`config.mk`:
```
export PLATFORM = sky130hd
export DESIGN_NAME = irrigation_zone_scheduler
export DESIGN_NICKNAME = d
export VERILOG_FILES = /design/src/rtl/irrigation_zone_scheduler.sv
export SDC_FILE = /design/constraint.sdc
export NUM_CORES = 1
export LEC_CHECK = 0
export ABC_AREA = 0
export CAP_MARGIN = 5
export CORE_MARGIN = 4
export CORE_UTILIZATION = 48
export CTS_BUF_LIST = sky130_fd_sc_hd__clkbuf_16
export DETAILED_ROUTE_END_ITERATION = 6
export PLACE_DENSITY = 0.81
export SYNTH_ARGS = -nofsm -noshare
export SYNTH_HDL_FRONTEND = slang
export SYNTH_SLANG_ARGS = --single-unit
export TNS_END_PERCENT = 1
```
`constraint.sdc`:
```
create_clock -name clk -period 2.65 [get_ports clk]
set_clock_uncertainty 0.15 [all_clocks]
set_input_delay 0.3975 -clock clk [delete_from_list [all_inputs] [get_ports clk]]
set_output_delay 0.3975 -clock clk [all_outputs]
set_load 0.1 [all_outputs]
```
`src/rtl/irrigation_zone_scheduler.sv`:
```
// Round-robin scheduler that lets one irrigation zone valve open at a time, with a fixed watering and settle pause.
// Optional rain lockout (rain input, grant inhibit, watering truncation) is built when RAIN_LOCKOUT_EN is defined.
module irrigation_zone_scheduler #(
    parameter int N_ZONES      = 4,
    parameter int WATER_CYCLES = 100,
    parameter int PAUSE_CYCLES = 50,
    parameter int CNT_W        = 32
) (
    input  logic                       clk,
    input  logic                       rst,
    input  logic [N_ZONES-1:0]         req,
    input  logic                       abort,
`ifdef RAIN_LOCKOUT_EN
    input  logic                       rain,
`endif
    output logic [N_ZONES-1:0]         valve_open,
    output logic [$clog2(N_ZONES)-1:0] active_zone,
    output logic [N_ZONES-1:0]         pending,
    output logic                       busy,
    output logic                       zone_done,
    output logic [1:0]                 dbg_state
);
    localparam int ZW = $clog2(N_ZONES);
    localparam logic [CNT_W-1:0] WATER_LOAD = CNT_W'(WATER_CYCLES - 1);
    localparam logic [CNT_W-1:0] PAUSE_LOAD = CNT_W'(PAUSE_CYCLES - 1);
    localparam logic [ZW-1:0]    LAST_ZONE  = ZW'(N_ZONES - 1);

    typedef enum logic [1:0] {
        S_IDLE  = 2'd0,
        S_WATER = 2'd1,
        S_PAUSE = 2'd2
    } state_t;

    state_t             r_state;
    state_t             w_next_state;
    logic [CNT_W-1:0]   r_timer;
    logic [CNT_W-1:0]   w_timer_next;
    logic [ZW-1:0]      r_last;
    logic [ZW-1:0]      w_sel;
    logic [ZW-1:0]      w_idx;
    logic               w_sel_valid;
    logic [N_ZONES-1:0] r_pending;
    logic [N_ZONES-1:0] w_pending_next;
    logic [N_ZONES-1:0] w_grant_mask;
    logic [N_ZONES-1:0] w_rearm_mask;
    logic [N_ZONES-1:0] r_valve_open;
    logic [N_ZONES-1:0] w_valve_next;
    logic               r_zone_done;
    logic               w_done_next;
    logic               w_grant;
    logic               w_to_pause;
    logic               w_truncate;
    logic               w_rain;

`ifdef RAIN_LOCKOUT_EN
    assign w_rain = rain;
`else
    assign w_rain = 1'b0;
`endif

    // Smallest offset from last+1 must win, so offsets are scanned downward and later hits overwrite.
    always_comb begin
        w_sel       = r_last;
        w_sel_valid = 1'b0;
        w_idx       = '0;
        for (int i = N_ZONES; i >= 1; i--) begin
            w_idx = ZW'((int'(r_last) + i) % N_ZONES);
            if (r_pending[w_idx]) begin
                w_sel       = w_idx;
                w_sel_valid = 1'b1;
            end
        end
    end

    always_ff @(posedge clk) begin
        if (rst) begin
            r_state      <= S_IDLE;
            r_timer      <= '0;
            r_last       <= LAST_ZONE;
            r_pending    <= '0;
            r_valve_open <= '0;
            r_zone_done  <= 1'b0;
        end else begin
            r_state      <= w_next_state;
            r_timer      <= w_timer_next;
            r_pending    <= w_pending_next;
            r_valve_open <= w_valve_next;
            r_zone_done  <= w_done_next;
            if (w_grant) begin
                r_last <= w_sel;
            end
        end
    end

    always_comb begin
        w_next_state = r_state;
        w_grant      = 1'b0;
        w_to_pause   = 1'b0;
        w_truncate   = 1'b0;
        case (r_state)
            S_IDLE: begin
                if (!abort && !w_rain && w_sel_valid) begin
                    w_next_state = S_WATER;
                    w_grant      = 1'b1;
                end
            end
            S_WATER: begin
                if (abort) begin
                    w_next_state = S_IDLE;
                end else if (w_rain) begin
                    w_next_state = S_PAUSE;
                    w_to_pause   = 1'b1;
                    w_truncate   = 1'b1;
                end else if (r_timer == '0) begin
                    w_next_state = S_PAUSE;
                    w_to_pause   = 1'b1;
                end
            end
            S_PAUSE: begin
                if (abort) begin
                    w_next_state = S_IDLE;
                end else if (r_timer == '0) begin
                    if (!w_rain && w_sel_valid) begin
                        w_next_state = S_WATER;
                        w_grant      = 1'b1;
                    end else begin
                        w_next_state = S_IDLE;
                    end
                end
            end
            default: w_next_state = S_IDLE;
        endcase
    end

    // A truncated watering re-arms its own zone so it is served again once the lockout lifts.
    always_comb begin
        w_grant_mask   = w_grant ? (N_ZONES'(1) << w_sel) : '0;
        w_rearm_mask   = w_truncate ? (N_ZONES'(1) << r_last) : '0;
        w_pending_next = abort ? '0 : ((r_pending | req | w_rearm_mask) & ~w_grant_mask);
        w_valve_next   = '0;
        if (w_next_state == S_WATER) begin
            w_valve_next = w_grant ? w_grant_mask : r_valve_open;
        end
        w_done_next = w_to_pause && !w_truncate;
        if (w_grant) begin
            w_timer_next = WATER_LOAD;
        end else if (w_to_pause) begin
            w_timer_next = PAUSE_LOAD;
        end else if (r_timer != '0) begin
            w_timer_next = r_timer - 1'b1;
        end else begin
            w_timer_next = '0;
        end
    end

    assign valve_open  = r_valve_open;
    assign active_zone = r_last;
    assign pending     = r_pending;
    assign zone_done   = r_zone_done;
    assign busy        = (r_state != S_IDLE);
    assign dbg_state   = r_state;

endmodule

```
==> results of run 1 <==
## critical path: stages, from the launching register on
cell	delay, ns
dfxtp_1	0.33
inv_1	0.10
ha_1	0.14
or4b_1	0.47
nor3_2	0.29
a41oi_1	0.34
nor3_2	0.35
a21oi_1	0.11
## worst min path at each step
stage	start	end
after floorplan	r_timer[31]$_SDFF_PP0_	r_timer[31]$_SDFF_PP0_
after global placement	r_timer[27]$_SDFF_PP0_	r_timer[27]$_SDFF_PP0_
after detailed placement	valve_open[1]$_SDFFE_PP0P_	valve_open[1]$_SDFFE_PP0P_
after CTS	r_timer[31]$_SDFF_PP0_	r_timer[31]$_SDFF_PP0_
after global routing	r_timer[31]$_SDFF_PP0_	r_timer[31]$_SDFF_PP0_
final	r_timer[27]$_SDFF_PP0_	r_timer[27]$_SDFF_PP0_
## cells in the final DEF, fill, tap and decap left out, types with 7 or more instances in the layout
cell type	n
a21oi_1	15
buf_4	21
dfxtp_1	45
nand4_1	8
nor2_1	38
nor3_1	11
nor4_1	7
o21ai_0	9
or3_1	7
xnor2_1	16
xor2_1	7
## state kept, by name (all words and copies together) (netlist names)
register     flops
active_zone      2
dbg_state        2
pending          4
r_timer         32
valve_open       4
zone_done        1
## final cells by class
class	instances	area (um2)	share of cell area (%)
multi-input combinational	184	1220	47.65
sequential	45	900.9	35.19
inverter	5	18.77	0.7331
clock inverter	3	12.51	0.4888
clock buffer	5	125.1	4.888
timing repair buffer	27	217.7	8.504
tap	52	65.06	2.542
## logic make-up (layout without fill, tap and decap cells)
| family | count (synthesis) | after routing | share of synthesized area (%) |
|---|---|---|---|
| multiplexers | 2 | 2 | 0.9169 |
| adder cells (fa/ha/maj) | 2 | 2 | 1.146 |
| XOR/XNOR | 23 | 23 | 9.226 |
| AND/OR/NAND/NOR | 109 | 109 | 28.77 |
| buffers and inverters | 13 | 40 | 2.865 |
| AO/OA/AOI/OAI | 48 | 48 | 15.82 |
| flip-flops | 45 | 45 | 41.26 |
## report_power, final
part           leakage (nW)  total, W  internal [W]  switching [W]
clock network        0.0687  0.000582      0.000341       0.000242
registers             0.367   0.00108      0.000865       0.000218
logic                 0.573   0.00172      0.000709        0.00101
## per-layer routing
metal	global-route usage, %	up-vias
met1	24.53	841
met5	0	-
met4	6.796	0
met2	27.52	27
li1	-	936
met3	4.090	8
## metrics by stage
step / worst slack (ns) / cell area (um2) / total power [W] / util [%] / cells
6_report: 0.2368 / 2560 / 0.003384 / 58.39 / 321
5_1_grt: 0.07570 / 2560 / 0.003650 / 58.39 / 321
4_1_cts: 0.2246 / 2560 / 0.003401 / 58.39 / 321
3_5_place_dp: 0.2494 / 2422 / 0.002797 / 55.25 / 313
3_3_place_gp: 0.2982 / 2422 / 0.002766 / 55.25 / 313
2_1_floorplan: 0.2072 / 2183 / 0.002477 / - / 242
==> flow_metrics.py, run 1 <==
metrics = {
    "status": {
        "result_of_the_run": "finished clean",
    },
    "cts": {
        "clk_pin_slew_ns": 0.06,
        "insertion_delay_ns": 0.28,
        "cts-resized-gates": 0,
        "h-tree-depth": 2,
        "numClockSinks": 45,
        "cts_tree": "built",
        "max-clock-path-buffers": 2,
        "post-cts-setup-buffer-count": 0,
        "cts_hold_buffers": 0,
        "cts_root_buf": "clkbuf_16",
        "cts-buffers-inserted": 5,
    },
    "timing": {
        "tightest_slew_ns": 0.5770,
        "rsz0062_at_grt": "false",
        "finalHoldWorstSlack_ns": 0.3395,
        "setup_viol": 0,
        "fin_setup_tns_ns": 0,
        "final-max-slew-violation-count": 0,
        "finalCritPeriodShare_pct": 91.07,
        "finalWorstPathRequiredPeriod_ns": 2.413,
        "hold_violation_count_in_the_final_report": 0,
        "slew_headroom_pct": 61.03,
        "maximum_clock_rate_ghz": 0.4144,
    },
    "critical_path": {
        "critical_path.startpoint_type": "flip-flop",
        "timing.reg2reg.setup_slack_ns": 0.24,
        "crit-reg2reg-launch": "r_timer[0]$_SDFF_PP0_",
        "worst-endpoint-arrival_ns": 2.42,
        "worst-path-max-fanout": 6,
        "worst-r2r-cell-count": 7,
        "reg2reg_to": "pending[2]$_SDFF_PP0_",
        "crit_start": "r_timer[0]$_SDFF_PP0_",
        "setup.worst_path.class": "flip-flop to flip-flop",
        "worst_path_required_ns": 2.66,
        "setup.worst_path.end": "pending[2]$_SDFF_PP0_",
        "critPathCaptureType": "flip-flop",
    },
    "finish": {
        "fillers": 391,
        "layout-drive-gt1-share_pct": 14.87,
        "area_delta_synth_final_pct": 17.25,
        "n_antenna_cell": 0,
        "final_nets": 277,
    },
    "floorplanning": {
        "placeableCoreArea_um2": 4384,
        "die-area_um2": 5692,
        "die_height_um": 75.45,
        "io_pins": 21,
        "floorplan.initialDensity_pct": 49.80,
        "rows": 24,
        "die_w_um": 75.45,
    },
    "yosys": {
        "syn_nets": 251,
        "synthesis.area_per_instance_um2": 9.022,
        "postSynthRegisterBits": 45,
        "yosysSeqAreaShare_pct": 41.26,
        "synth_cells": 242,
        "async_set_or_reset_register_ratio_after_synthesis_pct": 0,
        "yosys.area.top_type": "dfxtp_1",
        "netlist-cell-type-count": 48,
        "yosys.cell_count.top_type": "dfxtp_1",
        "synth_commonest_cells": "45 x dfxtp_1, 38 x nor2_1, 16 x xnor2_1, 15 x a21oi_1, 11 x nor3_1",
        "post-synth-top-area-fraction_pct": 41.26,
        "synth-warning-count": 0,
        "leading_register_cell_type_out_of_synthesis": "dfxtp_1",
        "number_of_enable_flip_flop_cells_after_synthesis": 0,
        "synth.area.top_cells": "dfxtp_1 41%, nor2_1 6.5%, xnor2_1 6.4%, a21oi_1 3.4%, xor2_1 2.8%",
        "syn_area_um2": 2183,
    },
    "placement": {
        "gp_congestion": 0.7685,
        "dp.final_hpwl_mm": 3.246,
        "io_buffers": 20,
    },
    "route": {
        "drtPass1Iterations": 4,
        "num_vias": 1812,
        "met2RoutedLength_mm": 2.114,
        "antenna_violating_nets_post_route": 0,
        "routed_wire_length_per_instance_um": 13.97,
        "wl_mm": 4.484,
        "drc_errors": 0,
        "top_layer_used": "met4",
        "route.layer.met1.wl_mm": 2.117,
        "detailroute.wirelength.met3_um": 176,
        "dr.first_iter.drc_count": 106,
        "route.detailed.vias_per_inst": 5.645,
    },
    "hold_path": {
        "worstHoldPathCells": 2,
        "hp-class": "flip-flop to flip-flop",
    },
    "flow_run": {
        "max_cap_violations": 0,
    },
    "power": {
        "vdd.ir_drop.worst_mv": 0.4688,
        "p_per_area_nw_per_um2": 1322,
        "p_leak_nw": 1.009,
    },
    "grt": {
        "number_of_antenna_violations_at_the_first_check_in_global_routing": 0,
        "grt_usage_pct": 17.92,
        "grt_first_pass_wirelength_mm": 7.831,
        "globalRoute.totalOverflow": 0,
        "grt_max_degree": 14,
        "grt_pass1_vias": 1704,
    },
}
No activity file was read; power rests on OpenSTA's default activity.
==> inputs of run 2 (changes only) <==
Settings changed: CORE_ASPECT_RATIO set to 1.1.
==> run 2 against run 1 <==
Net effect:
- combinational power rose by 3%
- power rose by 2.2%
- register-to-register slack got worse by 0.05 ns
- sequential power barely moved
- clock-buffer cell count did not move
- highest routed layer unchanged
- global-route usage fell by 0.33 points
- wire length rose by 1.7%
- core utilization rose by 0.98 points
- largest cell class unchanged
==> flow_metrics.py, run 2 (same netlist as run 1, synthesis figures left out) <==
metrics = {
    "status": {
        "result_of_the_run": "finished clean",
    },
    "critical_path": {
        "worst-path-max-fanout": 6,
        "worst_path_required_ns": 2.66,
        "critPathCaptureType": "flip-flop",
        "cp_slowest_stage_delay_ns": 0.50,
        "crit_chain": "inv_1 > ha_1 > or4b_1 > nor3_2 > a41oi_1 > o21ai_0 > a211oi_1",
        "worst-endpoint-arrival_ns": 2.47,
        "critical_path.startpoint_type": "flip-flop",
        "crit_path_top_delay_cell": "or4b_1",
        "setup.worst_path.class": "flip-flop to flip-flop",
        "crit_family": "simple AND/OR/NAND/NOR gates",
        "timing.reg2reg.setup_slack_ns": 0.19,
        "number_of_buffer_and_inverter_stages_on_the_critical_path": 1,
    },
    "route": {
        "num_vias": 1844,
        "routed_wire_length_per_instance_um": 14.02,
        "wl_mm": 4.558,
        "route.detailed.vias_per_inst": 5.674,
        "dr.first_iter.drc_count": 92,
        "drtPass1Iterations": 4,
        "antenna_violating_nets_post_route": 0,
        "drc_errors": 0,
    },
    "hold_path": {
        "hp-class": "flip-flop to flip-flop",
    },
    "cts": {
        "clk_pin_slew_ns": 0.06,
        "insertion_delay_ns": 0.29,
        "cts_hold_buffers": 0,
        "h-tree-depth": 2,
        "max-clock-path-buffers": 2,
        "post-cts-setup-buffer-count": 0,
        "cts-resized-gates": 0,
        "cts_root_buf": "clkbuf_16",
        "numClockSinks": 45,
        "cts-buffers-inserted": 5,
        "cts_tree": "built",
    },
    "grt": {
        "grt_first_pass_wirelength_mm": 8.024,
        "number_of_antenna_violations_at_the_first_check_in_global_routing": 0,
        "grt_max_degree": 18,
        "grt_pass1_vias": 1866,
        "globalRoute.totalOverflow": 0,
        "grt_usage_pct": 17.59,
    },
    "finish": {
        "area.sequential_um2": 900.9,
        "layout-drive-gt1-share_pct": 15.50,
        "n_antenna_cell": 0,
        "fillers": 383,
        "layout.cells.most_common_list": "45 x dfxtp_1, 38 x nor2_1, 23 x buf_4",
        "area_delta_synth_final_pct": 18.22,
        "commonest_non_fill_non_tap_cell_in_the_layout": "dfxtp_1",
        "largest_register_ff_count": 32,
        "max_flop_register": "r_timer",
        "final_nets": 279,
        "multiInputGateArea_um2": 1220,
        "final-instance-count-excl-fill": 325,
    },
    "timing": {
        "maximum_clock_rate_ghz": 0.4062,
        "hold_violation_count_in_the_final_report": 0,
        "finalWorstPathRequiredPeriod_ns": 2.462,
        "finalCritPeriodShare_pct": 92.90,
        "rsz0062_at_grt": "false",
        "fin_setup_tns_ns": 0,
        "slew_headroom_pct": 59.86,
        "final-max-slew-violation-count": 0,
        "setup_viol": 0,
        "tightest_slew_ns": 0.5943,
    },
    "flow_run": {
        "max_cap_violations": 0,
    },
    "floorplanning": {
        "die_w_um": 72.31,
        "floorplan.initialDensity_pct": 50.22,
        "placeableCoreArea_um2": 4348,
        "die_height_um": 78.74,
        "die-area_um2": 5693,
        "io_pins": 21,
        "rows": 25,
    },
    "power": {
        "vdd.ir_drop.worst_mv": 0.4691,
        "p_per_area_nw_per_um2": 1339,
        "post_layout_total_power_w": 0.003457,
        "p_leak_nw": 1.020,
    },
    "placement": {
        "place.detailed.instances": 317,
        "gp_congestion": 0.8036,
        "dp.final_hpwl_mm": 3.271,
        "io_buffers": 20,
    },
}
## run 2: layout make-up
type,instances,share of cell area [%]
multi-input cells,184,47.26
flip-flops and latches,45,34.90
repair buffers,29,9.016
clock buffers,5,4.847
well taps,54,2.618
inverters,5,0.7271
clock inverters,3,0.6301
## run 2: through the flow
stage / utilization (%) / hold WS (ns) / setup slack [ns] / instance area, um2
final: 59.37 / 0.3450 / 0.1880 / 2581
after CTS: 59.37 / 0.3407 / 0.2197 / 2581
after global placement: 56.12 / 0.3170 / 0.3860 / 2440
after global routing: 59.37 / 0.3633 / 0.04322 / 2581
after floorplan: - / 0.3034 / 0.2072 / 2183
after detailed placement: 56.12 / 0.3321 / 0.3056 / 2440
## run 2: power breakdown
part,internal (W),leakage (nW),switching (W)
combinational,0.000749,0.583,0.00102
sequential,0.000865,0.367,0.000223
clock,0.000346,0.0693,0.000254
## run 2: worst min-delay path, cell delays in order (launching register included)
cell and delay (ns):
dfxtp_1 0.31, o21ai_0 0.06, a211oi_1 0.07
## run 2: path summary, 6_finish.rpt
path | from | to | depth (start not counted)
max | r_timer[0]$_SDFF_PP0_ | valve_open[0]$_SDFFE_PP0P_ | 7
min | valve_open[1]$_SDFFE_PP0P_ | valve_open[1]$_SDFFE_PP0P_ | 2
max reg2reg | r_timer[0]$_SDFF_PP0_ | valve_open[0]$_SDFFE_PP0P_ | 7
min reg2reg | valve_open[1]$_SDFFE_PP0P_ | valve_open[1]$_SDFFE_PP0P_ | 2
## run 2: routing by layer
layer / GRT usage [%] / vias to the layer above / routed length (um)
met5: 0 / - / 0
met4: 8.271 / 0 / 108
met3: 4.304 / 14 / 204
met2: 29.33 / 43 / 2176
met1: 20.98 / 854 / 2068
li1: - / 933 / -
